===== config.mk =====
export PLATFORM = sky130hd
export DESIGN_NAME = gs_acq_sequencer_flat
export DESIGN_NICKNAME = d
export VERILOG_FILES = /design/src/rtl/gs_acq_sequencer_if.sv /design/src/rtl/gs_acq_sequencer.sv /design/src/flat_wrapper.sv
export SDC_FILE = /design/constraint.sdc
export NUM_CORES = 1
export LEC_CHECK = 0
export BUFFER_PORTS_ARGS = -buffer_cell sky130_fd_sc_hd__buf_4
export CORE_MARGIN = 5
export CORE_UTILIZATION = 30
export CTS_CLUSTER_SIZE = 16
export DETAILED_ROUTE_END_ITERATION = 8
export GPL_TIMING_DRIVEN = 0
export SLEW_MARGIN = 20
export SYNTH_ARGS = -nofsm -noshare
export SYNTH_HDL_FRONTEND = slang
export SYNTH_SLANG_ARGS = --single-unit

===== constraint.sdc =====
create_clock -name iClk -period 4.06 [get_ports iClk]
set_input_delay 0.812 -clock iClk [delete_from_list [all_inputs] [get_ports iClk]]
set_output_delay 0.812 -clock iClk [all_outputs]
set_load 0.005 [all_outputs]

===== src/rtl/gs_acq_sequencer_if.sv =====
// Command/ROM/sample/status bundle for gs_acq_sequencer.
// master = sequencer side, slave = host FIFOs and signal ROM side.
interface gs_acq_sequencer_if #(
  parameter int unsigned DATA_W = 16,
  parameter int unsigned ADDR_W = 8,
  parameter int unsigned SEL_W  = 2
);
  logic [31:0]       iCmdData;
  logic              iCmdEmpty;
  logic              oCmdRd;
  logic              iAbort;
  logic [ADDR_W-1:0] oAddr;
  logic [SEL_W-1:0]  oSignSelec;
  logic [DATA_W-1:0] i16Reg;
  logic              oOutWr;
  logic [DATA_W-1:0] oOutData;
  logic              iOutFull;
  logic              oStatWr;
  logic [31:0]       oStatData;
  logic              iStatFull;
  logic              oBusy;

  modport master (
    input  iCmdData, iCmdEmpty, iAbort, i16Reg, iOutFull, iStatFull,
    output oCmdRd, oAddr, oSignSelec, oOutWr, oOutData, oStatWr, oStatData, oBusy
  );

  modport slave (
    output iCmdData, iCmdEmpty, iAbort, i16Reg, iOutFull, iStatFull,
    input  oCmdRd, oAddr, oSignSelec, oOutWr, oOutData, oStatWr, oStatData, oBusy
  );
endinterface


===== src/rtl/gs_acq_sequencer.sv =====
// GS acquisition sequencer: pops commands, streams ROM samples to the raw FIFO, posts one status word per command.
// Optional GS_ACQ_BYTESWAP_EN: byte-reverse output samples and flag it in status bits [15:12].
module gs_acq_sequencer #(
  parameter int unsigned DATA_W  = 16,
  parameter int unsigned ADDR_W  = 8,
  parameter int unsigned NUM_CH  = 4,
  parameter int unsigned SEL_W   = 2,
  parameter int unsigned ROM_LAT = 1
) (
  input  logic               iClk,
  input  logic               iReset,
  gs_acq_sequencer_if.master bus
);

  typedef enum logic [2:0] {
    S_IDLE, S_FETCH, S_DECODE, S_WAIT, S_PUSH, S_STATUS
  } state_t;

  localparam logic [2:0] LAT = 3'(ROM_LAT);

  state_t            state, state_n;
  logic [31:0]       cmd_q;
  logic [7:0]        code_q, code_n;
  logic [11:0]       written_q, written_inc;
  logic [2:0]        lat_cnt;
  logic [DATA_W-1:0] hold_q, last_q, push_data;
  logic [ADDR_W-1:0] addr_q;
  logic [SEL_W-1:0]  sel_q;
  logic              cmd_rd, out_wr, stat_wr, capture, set_code;
  logic [3:0]        swap_flag;

`ifdef GS_ACQ_BYTESWAP_EN
  always_comb begin
    push_data = '0;
    for (int unsigned b = 0; b < DATA_W / 8; b++) begin
      push_data[8*b +: 8] = hold_q[DATA_W - 8 - 8*b +: 8];
    end
  end
  assign swap_flag = 4'h1;
`else
  assign push_data = hold_q;
  assign swap_flag = 4'h0;
`endif

  assign written_inc = written_q + 12'd1;

  always_ff @(posedge iClk) begin
    if (iReset) state <= S_IDLE;
    else        state <= state_n;
  end

  // Abort takes priority over both the ROM capture and the FIFO write.
  always_comb begin
    state_n  = state;
    cmd_rd   = 1'b0;
    out_wr   = 1'b0;
    stat_wr  = 1'b0;
    capture  = 1'b0;
    set_code = 1'b0;
    code_n   = '0;
    unique case (state)
      S_IDLE:  if (!bus.iCmdEmpty) state_n = S_FETCH;
      S_FETCH: begin
        cmd_rd  = 1'b1;
        state_n = S_DECODE;
      end
      S_DECODE: begin
        state_n  = S_STATUS;
        set_code = 1'b1;
        if (cmd_q[31:28] != 4'h1)                      code_n = 8'h04;
        else if ({1'b0, cmd_q[27:24]} >= 5'(NUM_CH))   code_n = 8'h01;
        else if (cmd_q[11:0] == '0)                    code_n = 8'h02;
        else begin
          set_code = 1'b0;
          state_n  = S_WAIT;
        end
      end
      S_WAIT: begin
        if (bus.iAbort) begin
          set_code = 1'b1;
          code_n   = 8'h03;
          state_n  = S_STATUS;
        end else if (lat_cnt == LAT) begin
          capture = 1'b1;
          state_n = S_PUSH;
        end
      end
      S_PUSH: begin
        if (bus.iAbort) begin
          set_code = 1'b1;
          code_n   = 8'h03;
          state_n  = S_STATUS;
        end else if (!bus.iOutFull) begin
          out_wr = 1'b1;
          if (written_inc == cmd_q[11:0]) begin
            set_code = 1'b1;
            code_n   = 8'h00;
            state_n  = S_STATUS;
          end else begin
            state_n = S_WAIT;
          end
        end
      end
      S_STATUS: begin
        if (!bus.iStatFull) begin
          stat_wr = 1'b1;
          state_n = S_IDLE;
        end
      end
      default: state_n = S_IDLE;
    endcase
  end

  always_ff @(posedge iClk) begin
    if (iReset) begin
      cmd_q     <= '0;
      code_q    <= '0;
      written_q <= '0;
      lat_cnt   <= '0;
      hold_q    <= '0;
      last_q    <= '0;
      addr_q    <= '0;
      sel_q     <= '0;
    end else begin
      if (cmd_rd) begin
        cmd_q     <= bus.iCmdData;
        written_q <= '0;
      end
      if (state == S_DECODE && state_n == S_WAIT) begin
        addr_q <= ADDR_W'(cmd_q[23:12]);
        sel_q  <= SEL_W'(cmd_q[27:24]);
      end
      lat_cnt <= (state == S_WAIT && state_n == S_WAIT) ? lat_cnt + 3'd1 : '0;
      if (capture) hold_q <= bus.i16Reg;
      if (out_wr) begin
        last_q    <= push_data;
        written_q <= written_inc;
        addr_q    <= addr_q + ADDR_W'(1);
      end
      if (set_code) code_q <= code_n;
    end
  end

  assign bus.oCmdRd     = cmd_rd;
  assign bus.oAddr      = addr_q;
  assign bus.oSignSelec = sel_q;
  assign bus.oOutWr     = out_wr;
  assign bus.oOutData   = out_wr ? push_data : last_q;
  assign bus.oStatWr    = stat_wr;
  assign bus.oStatData  = stat_wr ? {cmd_q[31:24], code_q, swap_flag, written_q} : '0;
  assign bus.oBusy      = (state != S_IDLE);

endmodule


===== src/flat_wrapper.sv =====
// flat-port wrapper written by rule: the top's interface ports become plain ports
module gs_acq_sequencer_flat 
#(
  parameter int unsigned DATA_W  = 16,
  parameter int unsigned ADDR_W  = 8,
  parameter int unsigned NUM_CH  = 4,
  parameter int unsigned SEL_W   = 2,
  parameter int unsigned ROM_LAT = 1
)
  (iClk, iReset, bus_iCmdData, bus_iCmdEmpty, bus_iAbort, bus_i16Reg, bus_iOutFull, bus_iStatFull, bus_oCmdRd, bus_oAddr, bus_oSignSelec, bus_oOutWr, bus_oOutData, bus_oStatWr, bus_oStatData, bus_oBusy);
  gs_acq_sequencer_if #(.DATA_W(DATA_W), .ADDR_W(ADDR_W), .SEL_W(SEL_W)) bus_i ();
  input  logic iClk;
  input  logic iReset;
  input wire logic [$bits(bus_i.iCmdData)-1:0] bus_iCmdData;
  input wire logic [$bits(bus_i.iCmdEmpty)-1:0] bus_iCmdEmpty;
  input wire logic [$bits(bus_i.iAbort)-1:0] bus_iAbort;
  input wire logic [$bits(bus_i.i16Reg)-1:0] bus_i16Reg;
  input wire logic [$bits(bus_i.iOutFull)-1:0] bus_iOutFull;
  input wire logic [$bits(bus_i.iStatFull)-1:0] bus_iStatFull;
  output wire logic [$bits(bus_i.oCmdRd)-1:0] bus_oCmdRd;
  output wire logic [$bits(bus_i.oAddr)-1:0] bus_oAddr;
  output wire logic [$bits(bus_i.oSignSelec)-1:0] bus_oSignSelec;
  output wire logic [$bits(bus_i.oOutWr)-1:0] bus_oOutWr;
  output wire logic [$bits(bus_i.oOutData)-1:0] bus_oOutData;
  output wire logic [$bits(bus_i.oStatWr)-1:0] bus_oStatWr;
  output wire logic [$bits(bus_i.oStatData)-1:0] bus_oStatData;
  output wire logic [$bits(bus_i.oBusy)-1:0] bus_oBusy;
  assign bus_i.iCmdData = bus_iCmdData;
  assign bus_i.iCmdEmpty = bus_iCmdEmpty;
  assign bus_i.iAbort = bus_iAbort;
  assign bus_i.i16Reg = bus_i16Reg;
  assign bus_i.iOutFull = bus_iOutFull;
  assign bus_i.iStatFull = bus_iStatFull;
  assign bus_oCmdRd = bus_i.oCmdRd;
  assign bus_oAddr = bus_i.oAddr;
  assign bus_oSignSelec = bus_i.oSignSelec;
  assign bus_oOutWr = bus_i.oOutWr;
  assign bus_oOutData = bus_i.oOutData;
  assign bus_oStatWr = bus_i.oStatWr;
  assign bus_oStatData = bus_i.oStatData;
  assign bus_oBusy = bus_i.oBusy;
  gs_acq_sequencer #(.DATA_W(DATA_W), .ADDR_W(ADDR_W), .NUM_CH(NUM_CH), .SEL_W(SEL_W), .ROM_LAT(ROM_LAT)) u_core (.iClk(iClk), .iReset(iReset), .bus(bus_i));
endmodule

==> impl_results.rst <==
.. list-table::
   :header-rows: 1

   * - Metric
     - Value
   * - Status
     - finished clean
   * - Setup Skew
     - 0.00946 ns
   * - Non-filler cells in the finished layout
     - 895
   * - Post-detailed-routing wire length
     - 13100 um
   * - Met3 wire length
     - 765 um
   * - FF-to-FF setup slack
     - 1.36 ns
   * - CTS H-tree depth
     - 3
   * - Routed wire length per instance
     - 14.7 um
   * - Number of antenna violations at the first check in global routing
     - 0
   * - Worst Hold Launch
     - u_core.lat_cnt[0]
   * - Final Hold Viols
     - 0
   * - Kind of path behind the tightest hold check
     - flip-flop to flip-flop
   * - Via density
     - 4.76
   * - Number of flops mapped to enable cells by yosys
     - 0
   * - Sequential element share of the synthesized area
     - 41.6%
   * - Peak supply drop
     - 0.236 mV
   * - Area of the die
     - 0.0171 mm2
   * - Rel. slew slack
     - 37.2%
   * - Synth async-reset ratio
     - 0%
   * - Iteration count of the initial detailed-routing pass
     - 5
   * - Insertion delay of the later-clocked pin in the worst-skew pair
     - 0.34 ns
   * - Fraction of synthesized cell area in xor and xnor cells
     - 2.60%
   * - Wire length on met1
     - 6210 um
   * - Critical R2R Capture
     - u_core.code_q[2]
   * - Fraction of layout instances using a drive strength above 1
     - 19.1%
   * - Fillers
     - 1529
   * - CTS tree
     - yes
   * - Post-CTS repair timing setup buffer count
     - 0
   * - Type of destination of the critical path
     - output pin
   * - Area added between synthesis and finish
     - 30.4%
   * - Post-layout net count
     - 764
   * - Number of cells on the worst reg-to-reg path
     - 7
   * - WL met2
     - 5990 um
   * - Synthesized instance count
     - 585
   * - Unique masters post-synth
     - 55
   * - Total of endpoints with negative setup slack in the final report
     - 0
   * - Leftover overflow at the end of global routing
     - 0
   * - Global placement routability congestion
     - 0.834
   * - Maximum achievable frequency
     - 0.293 GHz
   * - Proportion of synthesized area in mux cells
     - 0.915%
   * - Library cell contributing the largest single delay on the critical path
     - sky130_fd_sc_hd__buf_1
   * - Largest fanout of any net on the critical path
     - 10
   * - Clock sink total
     - 91
   * - Pin count of the biggest net entering global routing
     - 16
   * - Number of hold buffers added after CTS
     - 0
   * - Mean area per synthesized cell
     - 7.48 um2
   * - Cell Chain, Critical Path
     - clkbuf_1 -> nor3_1 -> nand2_1 -> clkbuf_1 -> buf_1 -> nand2_1 -> nand2_1 -> buf_4
   * - First element of the critical path
     - u_core.state[0]
   * - Number of maximum-capacitance constraint violations
     - 0
   * - Iteration-0 DRC Markers
     - 183
   * - CP peak stage delay
     - 0.49 ns
   * - Post-route DRC violation count
     - 0
   * - Vias in the first global route
     - 4069
   * - Highest metal layer with signal wires
     - met4
   * - RR Startpoint
     - u_core.written_q[0]
   * - Post-Synthesis Cell Area
     - 0.00438 mm2
   * - Predominant post-synthesis flop cell
     - sky130_fd_sc_hd__dfxtp_1
   * - Min Clock Period, post-route
     - 3.41 ns
   * - Adder and majority gate portion of the synthesized area
     - 1.14%
   * - Quantity of I/O buffers inserted on ports
     - 102
   * - Clk buf depth
     - 2
   * - Worst Setup EP
     - bus_oOutData[5]
   * - Pins over their slew limit
     - 0
   * - Initial core utilization
     - 30.4%
   * - Height of the die
     - 131 um
   * - Main combinational cell family by area after synthesis
     - simple AND/OR/NAND/NOR gates
   * - Core outline area
     - 0.0144 mm2
   * - Buffer type at the clock tree root
     - sky130_fd_sc_hd__clkbuf_16
   * - Leakage dissipation
     - 2.32 nW
   * - RSZ-0062 raised after global routing
     - false
   * - Hold depth
     - 1
   * - Horiz. Die Dim
     - 131 um
   * - Antenna diode instance count
     - 0
   * - Total Power
     - 2.07 mW
   * - Critical path start-end classification
     - flip-flop to output pin
   * - Clock-pin slew reported for the worst setup and hold paths after clock tree synthesis
     - 0.07 ns
   * - Post-synthesis compound-gate area fraction
     - 16.9%
   * - Cells after DPL
     - 879
   * - Count of state elements after synthesis
     - 91
   * - Post-synthesis simple-gate area fraction
     - 31.5%
   * - Floorplan row count
     - 44
   * - Global-route wire length before repair
     - 20900 um
   * - Power per cell area
     - 363 mW/mm2
   * - Number of buffers inserted during clock tree synthesis
     - 9
   * - Period Utilization, post-route
     - 84.0%
   * - Yosys warning count
     - 0
   * - GRT Util Overall
     - 15.5%
   * - Resize count post-CTS
     - 0
   * - HPWL after detailed placement
     - 9830 um
   * - Nature of the critical path startpoint
     - flip-flop
   * - Total Negative Setup Slacks
     - 0 ns
   * - Routed vias
     - 4263
   * - Dominant cell type by count on the critical path
     - sky130_fd_sc_hd__nand2_1
   * - Worst endpoint data arrival time
     - 2.60 ns
   * - Number of nets with antenna violations after detailed routing
     - 0
   * - Total I/O pin count
     - 116
   * - Actual slew at the worst max-slew pin
     - 0.934 ns
   * - Critical path required time
     - 3.25 ns
-- area by class of cell --
| class | count | area [um2] | share of cell area, % |
|---|---|---|---|
| multi-input combinational | 452 | 2360 | 41.3 |
| sequential | 91 | 1820 | 31.9 |
| timing repair buffer | 102 | 766 | 13.4 |
| clock buffer | 11 | 243 | 4.25 |
| tap | 184 | 230 | 4.03 |
| buffer | 43 | 201 | 3.53 |
| clock inverter | 5 | 61.3 | 1.07 |
| inverter | 7 | 26.3 | 0.460 |
-- worst min-delay path by stage --
stage / endpoint
6_report: u_core.lat_cnt[0]
5_1_grt: u_core.cmd_q[16]
4_1_cts: u_core.hold_q[2]
3_5_place_dp: u_core.hold_q[6]
3_3_place_gp: u_core.lat_cnt[0]
2_1_floorplan: u_core.lat_cnt[0]
-- Yosys cell counts (3+ instances only) --
| library cell | count | share of area, % |
|---|---|---|
| sky130_fd_sc_hd__nor3b_1 | 3 | 0.51 |
| sky130_fd_sc_hd__inv_1 | 6 | 0.51 |
| sky130_fd_sc_hd__nand2_1 | 155 | 13 |
| sky130_fd_sc_hd__o21ai_0 | 23 | 2.6 |
| sky130_fd_sc_hd__ha_1 | 4 | 1.1 |
| sky130_fd_sc_hd__nand3_1 | 5 | 0.57 |
| sky130_fd_sc_hd__dfxtp_1 | 91 | 42 |
| sky130_fd_sc_hd__buf_4 | 10 | 1.7 |
| sky130_fd_sc_hd__a21oi_1 | 84 | 9.6 |
| sky130_fd_sc_hd__nor2_1 | 42 | 3.6 |
| sky130_fd_sc_hd__xnor2_1 | 9 | 1.8 |
| sky130_fd_sc_hd__a211oi_1 | 3 | 0.51 |
| sky130_fd_sc_hd__xor2_1 | 4 | 0.80 |
| sky130_fd_sc_hd__and3_1 | 7 | 1.0 |
| sky130_fd_sc_hd__or3_1 | 5 | 0.71 |
| sky130_fd_sc_hd__nor4b_1 | 3 | 0.60 |
| sky130_fd_sc_hd__a22oi_1 | 3 | 0.51 |
| sky130_fd_sc_hd__nor3_1 | 11 | 1.3 |
| sky130_fd_sc_hd__mux2i_1 | 4 | 0.91 |
| sky130_fd_sc_hd__nand2b_1 | 4 | 0.57 |
| sky130_fd_sc_hd__nand3b_1 | 3 | 0.51 |
| sky130_fd_sc_hd__nor2b_1 | 5 | 0.71 |
| sky130_fd_sc_hd__nor4_1 | 10 | 1.4 |
| sky130_fd_sc_hd__a21o_1 | 4 | 0.69 |
| sky130_fd_sc_hd__clkbuf_1 | 27 | 2.3 |
| sky130_fd_sc_hd__and2_1 | 22 | 3.1 |
| sky130_fd_sc_hd__buf_1 | 4 | 0.34 |
-- cells in the final DEF (no fill, tap or decap), drive strengths merged, types with 7 or more instances in the layout --
cell type / n
nand2: 155
buf: 118
dfxtp: 91
a21oi: 84
nor2: 42
clkbuf: 38
o21ai: 23
and2: 23
nor3: 11
nor4: 11
xnor2: 9
conb: 9
and3: 7
inv: 7
nand3: 7
-- state kept, by name (all words and copies together) (netlist names) --
signal	count
u_core.last_q	16
u_core.bus.oSignSelec	2
u_core.bus.oAddr	8
u_core.hold_q	16
u_core.cmd_q	28
u_core.written_q	12
u_core.lat_cnt	3
u_core.code_q	3
u_core.state	3
-- routing by layer --
metal | vias up | global-route usage, %
met4 | 0 | 4.23
met1 | 1921 | 21.5
met2 | 102 | 24.5
met5 | - | 0
li1 | 2228 | -
met3 | 12 | 3.46
-- report_power, final --
group / total [mW] / switching, mW / internal [mW]
logic: 0.259 / 0.150 / 0.109
clock network: 0.860 / 0.363 / 0.497
registers: 0.954 / 0.0283 / 0.926
total: 2.07 / 0.541 / 1.53
-- cells by family (layout without fill, tap and decap cells) --
logic type	after synthesis	count (layout)
compound gates	131	131
simple gates	291	291
xor+xnor	13	13
other cells	1	9
fa+ha+maj	4	4
buf+inv	50	168
mux	4	4
flops	91	91
-- worst max-delay path, delay by kind of cell (launching register included) --
family,cells,cell delay [ns]
flip-flops,1,0.34
AND/OR/NAND/NOR,4,0.56
buffers and inverters,4,1.35
-- through the flow --
step	hold WS (ns)	worst slack, ns	util, %	area, um2
final	0.451	0.651	39.6	5710
after global placement	0.439	0.750	37.5	5400
after global routing	0.474	0.335	39.6	5710
after floorplan	0.421	1.48	-	4410
after detailed placement	0.447	0.762	37.5	5400
after CTS	0.458	0.607	39.6	5710
Note: power is estimated with default switching activity, not from simulation.
